[config.mk]
export PLATFORM = sky130hd
export DESIGN_NAME = pwm_capture
export DESIGN_NICKNAME = d
export VERILOG_FILES = /design/src/rtl/pwm_capture.sv
export SDC_FILE = /design/constraint.sdc
export NUM_CORES = 1
export LEC_CHECK = 0
export BUFFER_PORTS_ARGS = -buffer_cell sky130_fd_sc_hd__clkbuf_2
export CELL_PAD_IN_SITES_DETAIL_PLACEMENT = 1
export CELL_PAD_IN_SITES_GLOBAL_PLACEMENT = 2
export CORE_ASPECT_RATIO = 1.1
export CORE_MARGIN = 2
export CORE_UTILIZATION = 39
export DETAILED_ROUTE_END_ITERATION = 12
export HOLD_SLACK_MARGIN = 0.02
export PLACE_DENSITY_LB_ADDON = 0.1
export SLEW_MARGIN = 20
export SYNTH_ARGS = -nofsm -noshare
export SYNTH_HDL_FRONTEND = slang
export SYNTH_SLANG_ARGS = --single-unit
[constraint.sdc]
create_clock -name clk -period 2.5 [get_ports clk]
set_clock_uncertainty 0.1 [all_clocks]
set_input_delay 0.25 -clock clk [delete_from_list [all_inputs] [get_ports clk]]
set_output_delay 0.25 -clock clk [all_outputs]
set_load 0.01 [all_outputs]
[src/rtl/pwm_capture.sv]
// PWM capture: recovers duty (high time) of a PERIOD-cycle PWM frame from an async line.
// Optional `PWM_CAP_GLITCH_FILTER_EN adds a 3-sample majority filter after the synchronizer.
`timescale 1ns/1ps
module pwm_capture #(
    parameter int PERIOD = 256,
    parameter int CW     = 9
) (
    input  logic          clk,
    input  logic          arst,
    input  logic          en,
    input  logic          pwm_in,
    output logic [CW-1:0] duty,
    output logic          duty_valid,
    output logic          period_err,
    output logic          locked
);

    typedef enum logic [1:0] {IDLE, SEEK, MEASURE} state_t;

    localparam logic [CW-1:0] FRAME = CW'(PERIOD);
    localparam logic [CW-1:0] SAT   = CW'(PERIOD + 1);

    function automatic logic [CW-1:0] sat_inc(input logic [CW-1:0] v);
        return (v == SAT) ? v : v + 1'b1;
    endfunction

    state_t        state, state_next;
    logic          sync1, sync2, s, s_d, rise;
    logic [CW-1:0] pcnt, hcnt, run;

    logic          cnt_clear, frame_load, run_restart;
    logic          duty_load, valid_next, err_next, lock_set, lock_clr;
    logic [CW-1:0] duty_val;

    // NOTE: every clocked process uses non-blocking assignments so all flops update together.
    always_ff @(posedge clk or negedge arst) begin
        if (!arst) begin
            sync1 <= 1'b0;
            sync2 <= 1'b0;
        end else begin
            sync1 <= pwm_in;
            sync2 <= sync1;
        end
    end

`ifdef PWM_CAP_GLITCH_FILTER_EN
    logic [1:0] hist;
    always_ff @(posedge clk or negedge arst) begin
        if (!arst) hist <= '0;
        else       hist <= {hist[0], sync2};
    end
    // Majority of the last three synced samples delays both edges by one cycle.
    assign s = (sync2 & hist[0]) | (sync2 & hist[1]) | (hist[0] & hist[1]);
`else
    assign s = sync2;
`endif

    always_ff @(posedge clk or negedge arst) begin
        if (!arst) s_d <= 1'b0;
        else       s_d <= s;
    end

    assign rise = s & ~s_d;

    always_ff @(posedge clk or negedge arst) begin
        if (!arst) state <= IDLE;
        else       state <= state_next;
    end

    // NOTE: all combinational outputs get a default first so no latch is inferred.
    always_comb begin
        state_next  = state;
        cnt_clear   = 1'b0;
        frame_load  = 1'b0;
        run_restart = 1'b0;
        duty_load   = 1'b0;
        duty_val    = '0;
        valid_next  = 1'b0;
        err_next    = 1'b0;
        lock_set    = 1'b0;
        lock_clr    = 1'b0;
        if (!en) begin
            state_next = IDLE;
            cnt_clear  = 1'b1;
            lock_clr   = 1'b1;
        end else begin
            case (state)
                IDLE: begin
                    cnt_clear  = 1'b1;
                    state_next = SEEK;
                end
                SEEK, MEASURE: begin
                    // Priority: rise, then constant-level, then overflow.
                    if (rise) begin
                        frame_load = 1'b1;
                        state_next = MEASURE;
                        if (state == MEASURE) begin
                            if (pcnt == FRAME) begin
                                duty_load  = 1'b1;
                                duty_val   = hcnt;
                                valid_next = 1'b1;
                                lock_set   = 1'b1;
                            end else begin
                                err_next = 1'b1;
                                lock_clr = 1'b1;
                            end
                        end
                    end else if (run == FRAME) begin
                        duty_load   = 1'b1;
                        duty_val    = s ? FRAME : '0;
                        valid_next  = 1'b1;
                        lock_set    = 1'b1;
                        run_restart = 1'b1;
                        state_next  = SEEK;
                    end else if (state == MEASURE && pcnt == SAT) begin
                        err_next   = 1'b1;
                        lock_clr   = 1'b1;
                        state_next = SEEK;
                    end
                end
                default: state_next = IDLE;
            endcase
        end
    end

    always_ff @(posedge clk or negedge arst) begin
        if (!arst) begin
            pcnt <= '0;
            hcnt <= '0;
            run  <= '0;
        end else if (cnt_clear) begin
            pcnt <= '0;
            hcnt <= '0;
            run  <= '0;
        end else begin
            pcnt <= frame_load ? CW'(1) : sat_inc(pcnt);
            hcnt <= frame_load ? CW'(1) : (s ? sat_inc(hcnt) : hcnt);
            run  <= (run_restart || s != s_d) ? CW'(1) : sat_inc(run);
        end
    end

    always_ff @(posedge clk or negedge arst) begin
        if (!arst) begin
            duty       <= '0;
            duty_valid <= 1'b0;
            period_err <= 1'b0;
            locked     <= 1'b0;
        end else begin
            if (duty_load) duty <= duty_val;
            duty_valid <= valid_next;
            period_err <= err_next;
            if (lock_clr)      locked <= 1'b0;
            else if (lock_set) locked <= 1'b1;
        end
    end

endmodule

==> results of run 1 <==
[cell families after synthesis]
group | count (synthesis)
adders and majority gates | 12
muxes | 3
DFF | 44
buffers and inverters | 18
and+or+nand+nor | 87
xor gates and xnor gates | 18
AOI/OAI and AO/OA | 29
[critical path: stages, from the launching register on]
cell,delay [ns]
dfrtp_1,0.48
inv_1,0.10
ha_1,0.15
nor4b_1,0.39
and2_1,0.28
a21oi_1,0.14
buf_4,0.20
a22o_2,0.21
[synth_stat cells, types with 3 or more instances]
cell type  instances
nand2b_1           3
dfrtp_1           44
nor4b_1            3
and3_1             4
xor2_1            11
inv_1             12
nor3_1             3
a21oi_1           11
nor2_1            21
clkbuf_1           4
nand4_1            5
and4_1             4
xnor2_1            7
a22o_1             7
nand2_1           11
nand3_1           20
or3_1              3
ha_1              12
[through the flow]
step	worst slack, ns	instances	area [um2]	hold WS (ns)
after floorplan	0.487	211	2200	-0.146
after global placement	0.406	302	2400	0.0864
after detailed placement	0.347	302	2400	0.0955
after CTS	0.325	312	2530	0.171
after global routing	0.105	312	2530	0.192
final	0.340	312	2530	0.171
[timing repair]
action	4_1_cts	5_1_grt
endpoints found under the setup margin	0	0
endpoints found under the hold margin	14	0
hold buffers	2	0
[worst max-delay path by stage]
stage,start,endpoint,slack [ns],cells after the start
6_report,run[0],duty[6],0.34,7
5_1_grt,run[0],duty[6],0.10,7
3_5_place_dp,state[1],duty[6],0.35,7
4_1_cts,run[0],duty[6],0.33,7
2_1_floorplan,state[1],duty[6],0.49,9
3_3_place_gp,run[0],duty[6],0.41,7
[state kept, by name, indices dropped and copies added, names as in the netlist, 2 cells and up]
name / cells
duty: 9
hcnt: 9
pcnt: 9
run: 9
state: 2
[layer usage]
layer / up-vias / global-route usage, % / wire, um
li1: 788 / - / -
met4: 0 / 5.10 / 86
met5: - / 0 / 0
met3: 8 / 4.00 / 97
met1: 848 / 22.7 / 2270
met2: 14 / 29.2 / 2550
[power by group through the flow]
| stage | Sequential [uW] | Clock [uW] | Combinational (uW) |
|---|---|---|---|
| 2_1_floorplan | 777 | 0 | 140 |
| 3_3_place_gp | 783 | 0 | 215 |
| 3_5_place_dp | 785 | 0 | 222 |
| 4_1_cts | 772 | 560 | 227 |
| 5_1_grt | 778 | 591 | 256 |
| 6_report | 772 | 538 | 221 |
[area by class of cell]
cell class / instances / area [um2] / share of cell area [%]
sequential: 44 / 1100 / 43.6
multi-input combinational: 149 / 1030 / 40.8
timing repair buffer: 24 / 148 / 5.84
tap: 75 / 93.8 / 3.71
clock buffer: 6 / 72.6 / 2.87
inverter: 12 / 45.0 / 1.78
clock inverter: 2 / 35.0 / 1.39
==> flow_summary.toml, run 1 <==
[run_status]
outcome = "complete, no violations"

[synth]
synth_cell_types = 38
synth-main-ff-cell = "dfrtp_1"
synth_top_family_by_area = "simple AND/OR/NAND/NOR gates"
yosysTopAreaCell = "dfrtp_1"
syn-mean-instance-area_um2 = 10.4
async_flop_share_pct = 100
synth_top_area_share_pct = 49.9
post_synth_and_or_nand_nor_area_fraction_pct = 21.2
synth_xor_area_share_pct = 7.15
synth_edf_count = 0
syn_area_mm2 = 0.00220
synthAdderAreaFrac_pct = 6.81
ys_seq_area_share_pct = 49.9
muxShareOfSynthArea_pct = 1.42
yosysWarnings = 0
synth-compound-area-share_pct = 10.2
ys_top_cells_by_area = "dfrtp_1 50%, ha_1 6.8%, nand3_1 4.5%, xor2_1 4.4%, nor2_1 3.6%"
syn-num-nets = 227
yosys_register_bits = 44
synth_cells = 211

[grt]
grt_max_degree = 32
grt_pass1_wl_um = 8590
grt_pass1_vias = 1747
antenna_found_initial = 0
grt-ovfl-total = 0
grt.total_usage_pct = 17.7

[cts]
cts_setup_buffers = 0
ctsResizeCount = 0
htreeDepth = 2
cts_buffer_depth = 2
clk_pin_slew_ns = 0.08
tritoncts = "yes"
clkSinkCount = 44
cts_buffers = 5
clk_latency_ns = 0.29
cts_root_buf = "clkbuf_8"

[finish]
syn2layout_area_growth_pct = 14.6
diodes = 0
final_cell_mix = "44 x dfrtp_1, 21 x nor2_1, 20 x nand3_1, 15 x clkbuf_2"
fillerInstances = 625
final_common_cell = "dfrtp_1"
drive_gt1_share_pct = 15.2
nets = 252
final_util_pct = 46.5

[placement]
dp_hpwl_um = 3710
portBuffers = 15
place.gp.congestion = 0.789

[routing]
vias_per_cell = 5.31
drt_iter0_drc = 90
drc_errors = 0
drt-total-wl_um = 5000
ant_nets = 0
routedWlPerCell_um = 16.0
drt_pass1_iterations = 4
vias = 1658

[hold_path]
hold_path.class = "in2reg"
hold_start = "en"
hold-path-cell-count = 3
min_to = "state[1]"

[timing]
slew_violations = 0
min_period_ns = 2.16
max-slew-margin-rel_pct = 69.4
rsz0062_at_grt = "false"
tns_ns = 0
hold_viol = 0
finalSetupViolCount = 0
fmax_mhz = 463
worst_slew_pin_slew_ns = 0.453
fin_crit_sh_pct = 86.4

[critical_path]
arrival_ns = 2.25
cp_max_fo = 9
timing.rr.end = "duty[6]"
critPathLaunchType = "flop"
r2r_cells = 7
end_kind = "flop"
crit_type = "reg2reg"
crit_required_ns = 2.59
rrSetupSlack_ns = 0.34
r2r_start = "run[0]"

[power]
clockPowerShare_pct = 35.1
irDropWorstVdd_uv = 301
power.share.switching_pct = 26.8
combPwrFrac_pct = 14.4
p_total_uw = 1530
p_leak_uw = 0.00114
pwr_density_cell_mw_per_mm2 = 606
seqPwrFrac_pct = 50.4
p_int_uw = 1120
p_sw_uw = 411

[die]
row_count = 28
fp.dieW_um = 75.7
start_util_pct = 40.6
io_pins = 16
fp.dieH_um = 82.9
dieArea_mm2 = 0.00627
core_mm2 = 0.00543

[job]
maxCapViolCount = 0
No activity file was read; power rests on OpenSTA's default activity.
==> run 2: changes to the inputs <==
--- a/config.mk
+++ b/config.mk
@@ -5,12 +5,15 @@
 export SDC_FILE = /design/constraint.sdc
 export NUM_CORES = 1
 export LEC_CHECK = 0
+export ABC_AREA = 1
+export ABC_CLOCK_PERIOD_IN_PS = 2500
 export BUFFER_PORTS_ARGS = -buffer_cell sky130_fd_sc_hd__clkbuf_2
+export CAP_MARGIN = 10
 export CELL_PAD_IN_SITES_DETAIL_PLACEMENT = 1
 export CELL_PAD_IN_SITES_GLOBAL_PLACEMENT = 2
 export CORE_ASPECT_RATIO = 1.1
 export CORE_MARGIN = 2
-export CORE_UTILIZATION = 39
+export CORE_UTILIZATION = 35
 export DETAILED_ROUTE_END_ITERATION = 12
 export HOLD_SLACK_MARGIN = 0.02
 export PLACE_DENSITY_LB_ADDON = 0.1
==> flow_summary.toml, run 2 <==
[power]
p_sw_uw = 457
combPwrFrac_pct = 16.5
power.share.switching_pct = 31.3
p_leak_uw = 0.00144
p_int_uw = 1000
pwr_density_cell_mw_per_mm2 = 530
seqPwrFrac_pct = 52.3
irDropWorstVdd_uv = 192
clockPowerShare_pct = 31.3

[grt]
grt.total_usage_pct = 17.4
grt-ovfl-total = 0
antenna_found_initial = 0
grt_max_degree = 32
grt_pass1_vias = 2171
grt_pass1_wl_um = 10600

[die]
fp.dieW_um = 84.0
start_util_pct = 35.6
fp.dieH_um = 92.0
dieArea_mm2 = 0.00773
io_pins = 16
row_count = 32
core_mm2 = 0.00693

[placement]
dpl_worst_slack_ns = 0.518
place.gp.congestion = 0.800
portBuffers = 15
post-place-cells = 422
dp_hpwl_um = 4840

[routing]
drt_pass1_iterations = 4
routedWlPerCell_um = 14.4
drt-total-wl_um = 6200
ant_nets = 0
drt_iter0_drc = 65
vias_per_cell = 4.75
vias = 2050
drc_errors = 0

[critical_path]
crit_required_ns = 2.63
timing.rr.end = "hcnt[0]"
r2r_start = "state[0]"
r2r_cells = 11
crit_type = "reg2reg"
rrSetupSlack_ns = 0.49
critPathTopFamily = "simple AND/OR/NAND/NOR gates"
max_stage_delay_ns = 0.36
slowest_stage = "dfrtp_1"
cp_max_fo = 11
arrival_ns = 2.14
critPathLaunchType = "flop"
cp_num_buf_inv = 3
crit_chain = "inv_1, ha_1, nand2_2, nor2_8, inv_4, nand2_4, inv_2, nand2_1, nand2_2, nand2_1, o21ai_1"
end_kind = "flop"

[timing]
timing.final.ws_setup_ns = 0.491
max-slew-margin-rel_pct = 72.2
worst_slew_pin_slew_ns = 0.417
rsz0062_at_grt = "false"
slew_violations = 0
fin_crit_sh_pct = 80.3
finalSetupViolCount = 0
tns_ns = 0
hold_viol = 0
fmax_mhz = 498
min_period_ns = 2.01
hold_ws_ns = 0.132

[synth]
syn-num-nets = 338
synth_edf_count = 0
ys_seq_area_share_pct = 44.7
synth_top_area_share_pct = 44.7
syn_area_mm2 = 0.00246
yosysWarnings = 0
synth_cells = 322
ys_top_cells_by_count = "80 x nand2_1, 46 x inv_1, 45 x nor2_1, 44 x dfrtp_1, 31 x nand3_1"
async_flop_share_pct = 100
yosysTopAreaCell = "dfrtp_1"
yosys.cell_count.top_type = "nand2_1"
synth_cell_types = 28
syn-mean-instance-area_um2 = 7.65
ys_top_cells_by_area = "dfrtp_1 45%, nand2_1 12%, inv_1 7.0%, nor2_1 6.9%, nand3_1 6.3%"
synth-main-ff-cell = "dfrtp_1"
yosys_register_bits = 44

[finish]
final_util_pct = 39.8
diodes = 0
final_common_cell = "nand2_1"
syn2layout_area_growth_pct = 11.8
nets = 362
drive_gt1_share_pct = 11.2
stdcell_count = 432
fillerInstances = 889
final_cell_mix = "80 x nand2_1, 46 x inv_1, 45 x nor2_1, 44 x dfrtp_1, 31 x nand3_1"

[cts]
htreeDepth = 2
cts_buffers = 5
cts_root_buf = "clkbuf_8"
clk_pin_slew_ns = 0.09
clkSinkCount = 44
clk_latency_ns = 0.31
tritoncts = "yes"
cts_buffer_depth = 2

[hold_path]
hold-path-cell-count = 3
min_to = "locked"
hold_path.class = "in2reg"
hold_start = "en"

[run_status]
outcome = "complete, no violations"

[job]
maxCapViolCount = 0
-- run 2: changes by cell type after synthesis, moves of 6 or more --
| cell | before | now |
|---|---|---|
| a22o_1 | 7 | 0 |
| inv_1 | 12 | 46 |
| nand2_1 | 11 | 80 |
| nand3_1 | 20 | 31 |
| nor2_1 | 21 | 45 |
| o21ai_0 | 2 | 13 |
| xnor2_1 | 7 | 1 |
-- run 2: worst max path at each step --
| stage | startpoint | endpoint | cells past startpoint |
|---|---|---|---|
| 3_3_place_gp | state[1] | duty[0] | 9 |
| 2_1_floorplan | state[1] | hcnt[5] | 12 |
| 3_5_place_dp | state[0] | hcnt[0] | 11 |
| 6_report | state[0] | hcnt[0] | 11 |
| 4_1_cts | state[0] | hcnt[0] | 11 |
| 5_1_grt | run[0] | duty[7] | 11 |
-- run 2: stage by stage --
step | total power (uW) | instance area [um2]
finish | 1460 | 2760
global route | 1550 | 2760
CTS | 1490 | 2760
detailed placement | 1020 | 2650
global placement | 1020 | 2650
floorplan | 944 | 2460
-- run 2: cells by family (layout without fill, tap and decap cells) --
kind of cell	count (synthesis)	count (layout)	synth area share (%)
fa+ha+maj	12	12	6.09
xor+xnor	7	7	2.49
buf+inv	52	77	8.48
compound gates	28	28	6.24
flops	44	44	44.7
simple gates	179	179	32.0
-- run 2: per-layer routing --
layer | share of wire (%) | up-vias | track usage [%] | wire length, um
met5 | 0 | - | 0 | 0
met4 | 1.2 | 0 | 4.84 | 76
met3 | 1.9 | 5 | 2.70 | 118
met2 | 49 | 23 | 31.1 | 3050
met1 | 48 | 971 | 21.7 | 2950
li1 | - | 1051 | - | -
-- run 2: area by class of cell --
cell class | instances | area [um2] | area share, %
inverters | 49 | 188 | 6.81
clock inverters | 3 | 18.8 | 0.681
well taps | 85 | 106 | 3.86
multi-input cells | 226 | 1150 | 41.9
flip-flops and latches | 44 | 1100 | 40.0
clock buffers | 5 | 68.8 | 2.50
repair buffers | 20 | 118 | 4.27
-- run 2: power groups by stage --
stage	Sequential [uW]	Clock [uW]	Combinational, uW
after floorplan	769	0	176
after global placement	776	0	241
after detailed placement	777	0	243
after CTS	763	477	247
after global routing	767	506	277
final	763	456	241
-- run 2: repair_timing --
action	in CTS	in global routing
gates resized for setup	0	0
hold buffers	2	0
hold endpoints to repair	14	0
buffers inserted	0	0
-- run 2: worst reg2reg max path, stage by stage, from the launching register on --
cell	delay, ns
dfrtp_1	0.36
inv_1	0.08
ha_1	0.36
nand2_2	0.16
nor2_8	0.06
inv_4	0.09
nand2_4	0.06
inv_2	0.20
nand2_1	0.14
nand2_2	0.16
nand2_1	0.08
o21ai_1	0.09
==> run 3: changes to the inputs <==
--- a/config.mk
+++ b/config.mk
@@ -5,15 +5,15 @@
 export SDC_FILE = /design/constraint.sdc
 export NUM_CORES = 1
 export LEC_CHECK = 0
-export ABC_AREA = 1
-export ABC_CLOCK_PERIOD_IN_PS = 2500
+export ABC_AREA = 0
+export ABC_CLOCK_PERIOD_IN_PS = 1990
 export BUFFER_PORTS_ARGS = -buffer_cell sky130_fd_sc_hd__clkbuf_2
 export CAP_MARGIN = 10
 export CELL_PAD_IN_SITES_DETAIL_PLACEMENT = 1
 export CELL_PAD_IN_SITES_GLOBAL_PLACEMENT = 2
 export CORE_ASPECT_RATIO = 1.1
 export CORE_MARGIN = 2
-export CORE_UTILIZATION = 35
+export CORE_UTILIZATION = 39
 export DETAILED_ROUTE_END_ITERATION = 12
 export HOLD_SLACK_MARGIN = 0.02
 export PLACE_DENSITY_LB_ADDON = 0.1
==> constraint.sdc (replaced) <==
create_clock -name clk -period 1.99 [get_ports clk]
set_clock_uncertainty 0.1 [all_clocks]
set_input_delay 0.199 -clock clk [delete_from_list [all_inputs] [get_ports clk]]
set_output_delay 0.199 -clock clk [all_outputs]
set_load 0.01 [all_outputs]
==> flow_summary.toml, run 3 (synthesized netlist as in run 1, its figures left out) <==
[run_status]
outcome = "complete, no violations"

[power]
combPwrFrac_pct = 15.2
p_int_uw = 1550
clockPowerShare_pct = 38.6
pwr_density_cell_mw_per_mm2 = 767
power.share.switching_pct = 25.0
p_total_uw = 2070
irDropWorstVdd_uv = 454
p_leak_uw = 0.00124
seqPwrFrac_pct = 46.3
p_sw_uw = 517

[cts]
clk_latency_ns = 0.29
clkSinkCount = 44
clk_pin_slew_ns = 0.08
cts_buffer_depth = 2
htreeDepth = 2
tritoncts = "yes"
cts_root_buf = "clkbuf_8"
cts_buffers = 5

[critical_path]
crit_required_ns = 2.07
timing.rr.end = "duty[8]"
max_stage_delay_ns = 0.42
slowest_stage = "dfrtp_1"
arrival_ns = 1.94
crit_type = "reg2reg"
critPathLaunchType = "flop"
cp_max_fo = 9
r2r_cells = 6
end_kind = "flop"
cp_num_buf_inv = 2
crit_cells = 6
rrSetupSlack_ns = 0.13
critPathTopFamily = "flip-flops"
endpoint = "duty[8]"
r2r_start = "state[1]"
cp-startpoint = "state[1]"
crit_chain = "buf_4, ha_1, and4_1, and4_1, buf_4, a221o_1"

[die]
io_pins = 16
row_count = 28
core_mm2 = 0.00543
dieArea_mm2 = 0.00627
fp.dieH_um = 82.9
start_util_pct = 40.6
fp.dieW_um = 75.7

[routing]
drt_pass1_iterations = 4
drt_iter0_drc = 43
drt-total-wl_um = 4940
ant_nets = 0
vias_per_cell = 5.18
routedWlPerCell_um = 15.2
drc_errors = 0
vias = 1688

[timing]
finalSetupViolCount = 0
min_period_ns = 1.86
fin_crit_sh_pct = 93.2
rsz0062_at_grt = "false"
hold_viol = 0
slew_violations = 0
worst_slew_pin_slew_ns = 0.599
max-slew-margin-rel_pct = 60.1
fmax_mhz = 539
tns_ns = 0

[finish]
stdcell_area_mm2 = 0.00270
diodes = 0
nets = 267
syn2layout_area_growth_pct = 22.3
drive_gt1_share_pct = 21.5
final_common_cell = "dfrtp_1"
final_cell_mix = "44 x dfrtp_1, 21 x nor2_1, 21 x buf_4, 19 x nand3_1, 15 x clkbuf_2"

[placement]
place_area_mm2 = 0.00251
place.gp.congestion = 0.799
portBuffers = 15
dp_hpwl_um = 3710

[grt]
grt.total_usage_pct = 17.8
antenna_found_initial = 0
grt_pass1_wl_um = 8480
grt_max_degree = 25
grt-ovfl-total = 0
grt_pass1_vias = 1745

[hold_path]
hold_path.class = "in2reg"
hold_start = "en"

[job]
maxCapViolCount = 0
==> run 3: power groups by stage <==
stage	logic, uW	clock network (uW)	registers [uW]
after detailed placement	304	0	976
final	314	798	957
after floorplan	178	0	976
after global routing	358	867	965
after global placement	293	0	973
after CTS	310	824	958
==> run 3: timing repair <==
action / 4_1_cts / 5_1_grt
gates resized for setup: 0 / 4
hold buffers: 2 / 0
buffers inserted: 0 / 2
hold endpoints to repair: 21 / 0
setup endpoints to repair: 0 / 19
==> run 3: how the worst min path moves through the flow <==
stage                    end  cells after the start  slack [ns]
floorplan            duty[0]                      0       -0.20
global placement     pcnt[7]                      1        0.12
detailed placement   pcnt[7]                      1        0.13
CTS                 state[1]                      3        0.11
global route        state[1]                      3        0.14
finish              state[1]                      3        0.11
==> run 3: worst register-to-register path, delay by kind of cell, from the launching register on <==
family / cells / cell delay [ns]
flops: 1 / 0.42
simple gates: 2 / 0.35
compound gates: 1 / 0.34
buf+inv: 2 / 0.33
fa+ha+maj: 1 / 0.21
==> run 3: layout make-up <==
cell class / count / area [um2]
multi-input cells: 149 / 1050
clock inverters: 2 / 60.1
flip-flops and latches: 44 / 1100
well taps: 75 / 93.8
clock buffers: 5 / 68.8
inverters: 12 / 45.0
repair buffers: 39 / 273
fillers: 626 / 2730
==> run 3: through the flow <==
stage                     setup WS, ns  hold WS, ns  util [%]  std cells
final                            0.135        0.113      49.7        326
after global routing          0.000164        0.136      49.7        326
after CTS                       0.0622        0.114      48.9        324
after detailed placement        0.0886        0.135      46.2        315
after global placement           0.126        0.124      46.2        315
after floorplan                 0.0264       -0.197         -        211
==> run 3: metal layers <==
| metal | up-vias | track usage, % | share of wire [%] |
|---|---|---|---|
| met5 | - | 0 | 0 |
| met4 | 0 | 6.22 | 2.3 |
| met3 | 10 | 4.61 | 2.1 |
| met2 | 18 | 27.8 | 51 |
| met1 | 844 | 23.6 | 45 |
| li1 | 816 | - | - |
